$ cat config.mk
export PLATFORM = sky130hd
export DESIGN_NAME = step_dir_conditioner
export DESIGN_NICKNAME = d
export VERILOG_FILES = /design/src/rtl/step_dir_conditioner.sv
export SDC_FILE = /design/constraint.sdc
export NUM_CORES = 1
export LEC_CHECK = 0
export ABC_AREA = 1
export CORE_ASPECT_RATIO = 1.5
export CORE_UTILIZATION = 49
export CTS_BUF_LIST = sky130_fd_sc_hd__clkbuf_8
export DETAILED_ROUTE_END_ITERATION = 16
export PLACE_DENSITY = 0.71
export SKIP_CTS_REPAIR_TIMING = 1
export SYNTH_ARGS = -nofsm -noshare
export SYNTH_HDL_FRONTEND = slang
export SYNTH_SLANG_ARGS = --single-unit
export TNS_END_PERCENT = 30
$ cat constraint.sdc
create_clock -name clk_i -period 2.9 [get_ports clk_i]
set_clock_uncertainty 0.15 [all_clocks]
set_input_delay 0.435 -clock clk_i [delete_from_list [all_inputs] [get_ports clk_i]]
set_output_delay 0.435 -clock clk_i [all_outputs]
set_load 0.1 [all_outputs]
$ cat src/rtl/step_dir_conditioner.sv
// rtl/step_dir_conditioner.sv - STEP/DIR pin conditioner: sync, glitch filter, step pulse, setup check
// Optional signed position counter and port under `STEPDIR_POSITION_EN.

module sdc_glitch_filter #(
  parameter int FILTER_LEN = 4
) (
  input  logic clk_i,
  input  logic reset_i,
  input  logic async_i,
  output logic level_o,
  output logic toggle_o
);
  localparam logic [7:0] LEN_M1 = 8'(FILTER_LEN - 1);

  logic       sync1_q;
  logic       sync2_q;
  logic       level_q;
  logic       level_d;
  logic [7:0] cnt_q;
  logic [7:0] cnt_d;

  // Mismatch run length; the level flips on the FILTER_LEN-th consecutive mismatch.
  always_comb begin
    level_d = level_q;
    cnt_d   = '0;
    if (sync2_q != level_q) begin
      if (cnt_q == LEN_M1) begin
        level_d = ~level_q;
      end else begin
        cnt_d = cnt_q + 8'd1;
      end
    end
  end

  always_ff @(posedge clk_i) begin
    if (reset_i) begin
      sync1_q <= 1'b0;
      sync2_q <= 1'b0;
      level_q <= 1'b0;
      cnt_q   <= '0;
    end else begin
      sync1_q <= async_i;
      sync2_q <= sync1_q;
      level_q <= level_d;
      cnt_q   <= cnt_d;
    end
  end

  assign level_o  = level_q;
  assign toggle_o = (level_d != level_q);
endmodule

module step_dir_conditioner #(
  parameter int FILTER_LEN = 4,
  parameter int DIR_SETUP  = 2,
  parameter int POS_WIDTH  = 32
) (
  input  logic                        clk_i,
  input  logic                        reset_i,
  input  logic                        enable_i,
  input  logic                        step_in_i,
  input  logic                        dir_in_i,
  input  logic                        err_clear_i,
  output logic                        step_pulse_o,
  output logic                        dir_out_o,
  output logic                        setup_err_o
`ifdef STEPDIR_POSITION_EN
  ,
  output logic signed [POS_WIDTH-1:0] position_o
`endif
);
  localparam logic [7:0] SETUP_C = 8'(DIR_SETUP);

  logic       step_level;
  logic       step_toggle;
  logic       dir_level;
  logic       dir_toggle;

  logic       rise_q;
  logic       pulse_q;
  logic       pulse_d;
  logic       dir_out_q;
  logic       dir_out_d;
  logic       err_q;
  logic       err_d;
  logic [7:0] stable_q;
  logic [7:0] stable_d;

  sdc_glitch_filter #(.FILTER_LEN(FILTER_LEN)) u_step_filt (
    .clk_i    (clk_i),
    .reset_i  (reset_i),
    .async_i  (step_in_i),
    .level_o  (step_level),
    .toggle_o (step_toggle)
  );

  sdc_glitch_filter #(.FILTER_LEN(FILTER_LEN)) u_dir_filt (
    .clk_i    (clk_i),
    .reset_i  (reset_i),
    .async_i  (dir_in_i),
    .level_o  (dir_level),
    .toggle_o (dir_toggle)
  );

  // rise_q marks the cycle after the filtered step went high; enable is judged only then,
  // so a rise seen while disabled is dropped rather than held over.
  always_comb begin
    pulse_d   = enable_i & rise_q;
    dir_out_d = pulse_d ? dir_level : dir_out_q;
    stable_d  = stable_q;
    if (dir_toggle) begin
      stable_d = '0;
    end else if (stable_q < SETUP_C) begin
      stable_d = stable_q + 8'd1;
    end
    err_d = err_q;
    if (pulse_d && (stable_q < SETUP_C)) begin
      err_d = 1'b1;
    end else if (err_clear_i) begin
      err_d = 1'b0;
    end
  end

  always_ff @(posedge clk_i) begin
    if (reset_i) begin
      rise_q    <= 1'b0;
      pulse_q   <= 1'b0;
      dir_out_q <= 1'b0;
      err_q     <= 1'b0;
      stable_q  <= SETUP_C;
    end else begin
      rise_q    <= step_toggle & ~step_level;
      pulse_q   <= pulse_d;
      dir_out_q <= dir_out_d;
      err_q     <= err_d;
      stable_q  <= stable_d;
    end
  end

  assign step_pulse_o = pulse_q;
  assign dir_out_o    = dir_out_q;
  assign setup_err_o  = err_q;

`ifdef STEPDIR_POSITION_EN
  logic signed [POS_WIDTH-1:0] pos_q;
  logic signed [POS_WIDTH-1:0] pos_d;

  // Two's complement wrap is intended; no saturation.
  always_comb begin
    pos_d = pos_q;
    if (pulse_d) begin
      pos_d = dir_level ? (pos_q + POS_WIDTH'(1)) : (pos_q - POS_WIDTH'(1));
    end
  end

  always_ff @(posedge clk_i) begin
    if (reset_i) begin
      pos_q <= '0;
    end else begin
      pos_q <= pos_d;
    end
  end

  assign position_o = pos_q;
`endif
endmodule

==> metrics.txt <==
cell chain of the critical path=clkdlybuf4s50_1 > inv_1 > nand2_1 > nor2_1 > nand2_1 > inv_1; number of buffers added on ports=8; crit-path max FO=10; hpwl dp=2020 um; outcome=finished clean; Final min period=1.51 ns; TritonCTS Buffers=5; Critical Path RT=2.92 ns; top cells by count, synth=41 x nor2_1, 39 x inv_1, 34 x dfxtp_1, 32 x nand2_1, 12 x nand3_1; synthesized area per cell=7.23 um^2; H-tree Lvls=2; gr usage total=18.8%; most frequent cell after synthesis=nor2_1; WL final=2510 um; syn_nets=209; number of I/O pins=9; relative slew slack=77.6%; R2R Path Start=u_dir_filt.cnt_q[0]; Routed Antenna Nets=0; TritonCTS clock tree=yes; drt drc=0; CP Capture Type=flip-flop; Startpoint Class=input port; Hold Startpoint=u_dir_filt.sync1_q; flops & latches, synth=34; fin area=1620 um^2; MaxCap Viol Count=0; worst vdd ir=0.000408 V; DIE WIDTH=46.3 um; final setup violating endpoints=0; Via density=4.66; Vias=1165; yosys warns=0; Synth-to-Final Area Change=12.4%; CTS root buf=clkbuf_8; unrepaired setup endpoints after global routing=no; FF-to-FF setup slack=1.45 ns; NumNets Final=222; Final period util=52.0%; layout cells sized above 1=8.92%; row count=23; leakage=0.000727 uW; 1st-iter DRT viols=15; Endpoint, Worst Hold=u_dir_filt.sync2_q; R2R cell count=6; global-route wire length before repair=4200 um; largest net degree at the start of global routing=11; top-area cell type share of the netlist area=47.1%; gr ovfl total=0; Critical Path Max Stage Delay=0.67 ns; unique cell type count in the Yosys netlist=21; asr flop ratio synth=0%; critical path class=input port to flip-flop; Final Max Tran Viols=0; sequential element share of the synthesized area=47.1%; Synth Flop Type=dfxtp_1; routability cong.=0.781; Initial Utilization=52.9%; Synth Cell Area=1450 um^2; Slew @ Worst Pin=0.335 ns; Hold WC Path Type=flip-flop to flip-flop; Critical Path AT=1.53 ns; critical path's slowest cell=clkdlybuf4s50_1; CTS Buffer Depth=2; CTS Sinks=34; setup TNS=0 ns; Area after DPL=1550 um^2; Synth area leaders=dfxtp_1 47%, nor2_1 11%, inv_1 10%, nand2_1 8.3%, nand3_1 4.2%; clk_lat worst skew=0.27 ns; Worst Hold Depth=2; die area=3170 um^2; Layout fillers=278; CORE AREA=2730 um^2; PwrDens=489 nW/um^2; Worst R2R End=stable_q[2]; drt wl/cell=10.0 um; Gate Count Post-Synth=200; initial antenna violation count=0; First-pass DRT Iterations=3; leading area contributor after synthesis=dfxtp_1; Final Hold Viols=0; vias in the first global route=1128; fin util=59.4%; EDFF count, synth=0; fmax=0.663 GHz; die height=68.5 um; clk slew on worst S/H paths=0.06 ns; Diodes inserted=0
power by group:
group / total (uW) / internal (uW) / switching (uW)
registers: 473 / 471 / 2.09
clock network: 302 / 158 / 144
logic: 19.8 / 9.50 / 10.3
cells in the final DEF (no fill, tap or decap), drive strengths merged, types with 4 or more instances in the layout:
cell type and count:
clkbuf 5, nand4 4, xor2 4, nor2 47, inv 42, nand3 12, a21oi 7, clkdlybuf4s50 5
nand2 35, o21ai 5, dfxtp 34
cell families (layout without fill, tap and decap cells):
logic type,after synthesis,count (layout),share of synthesized area [%]
xor+xnor,6,6,3.64
fa+ha+maj,3,3,2.60
compound gates,15,15,5.63
simple gates,100,100,29.5
buf+inv,42,55,11.5
flops,34,34,47.1
layout make-up:
type	instances	area, um^2	share of cell area (%)
clock buffers	5	68.8	4.24
clock inverters	2	7.51	0.462
inverters	40	150	9.24
multi-input cells	124	598	36.8
flip-flops and latches	34	681	41.9
well taps	37	46.3	2.85
repair buffers	8	72.6	4.47
worst max-delay path, delay by kind of cell:
family / cells / cell delay [ns]
buf+inv: 3 / 0.89
simple gates: 3 / 0.21
per-stage QoR:
| stage | hold WS [ns] | setup WS, ns | instances | total power [uW] |
|---|---|---|---|---|
| 2_1_floorplan | 0.238 | 1.39 | 200 | 494 |
| 3_3_place_gp | 0.251 | 1.13 | 243 | 502 |
| 3_5_place_dp | 0.254 | 1.10 | 243 | 503 |
| 4_1_cts | 0.265 | 1.39 | 250 | 804 |
| 5_1_grt | 0.292 | 1.23 | 250 | 830 |
| 6_report | 0.257 | 1.39 | 250 | 794 |
registers in the layout (all words and copies together), names as in the netlist:
register and count:
u_step_filt.level_o 1, u_dir_filt.cnt_q 8, u_step_filt.sync2_q 1, u_dir_filt.sync1_q 1, stable_q 8, u_step_filt.cnt_q 8
dir_out_o 1, rise_q 1, step_pulse_o 1, u_step_filt.sync1_q 1, u_dir_filt.sync2_q 1, u_dir_filt.level_o 1
setup_err_o 1
worst max-delay path by stage:
stage / endpoint / start / cells past startpoint
final: u_dir_filt.cnt_q[6] / reset_i / 6
after global placement: u_dir_filt.cnt_q[6] / reset_i / 6
after CTS: stable_q[3] / reset_i / 4
after global routing: u_step_filt.cnt_q[6] / reset_i / 6
after detailed placement: u_dir_filt.cnt_q[6] / reset_i / 6
after floorplan: dir_out_o / dir_out_o / 0
routing by layer:
layer  part of all wire [%]  global-route usage (%)
met1                     36                    16.3
met2                     60                    36.6
met3                    2.0                    3.91
met4                    1.9                    11.0
met5                      0                       0
Power figures use the tool's default switching activity.
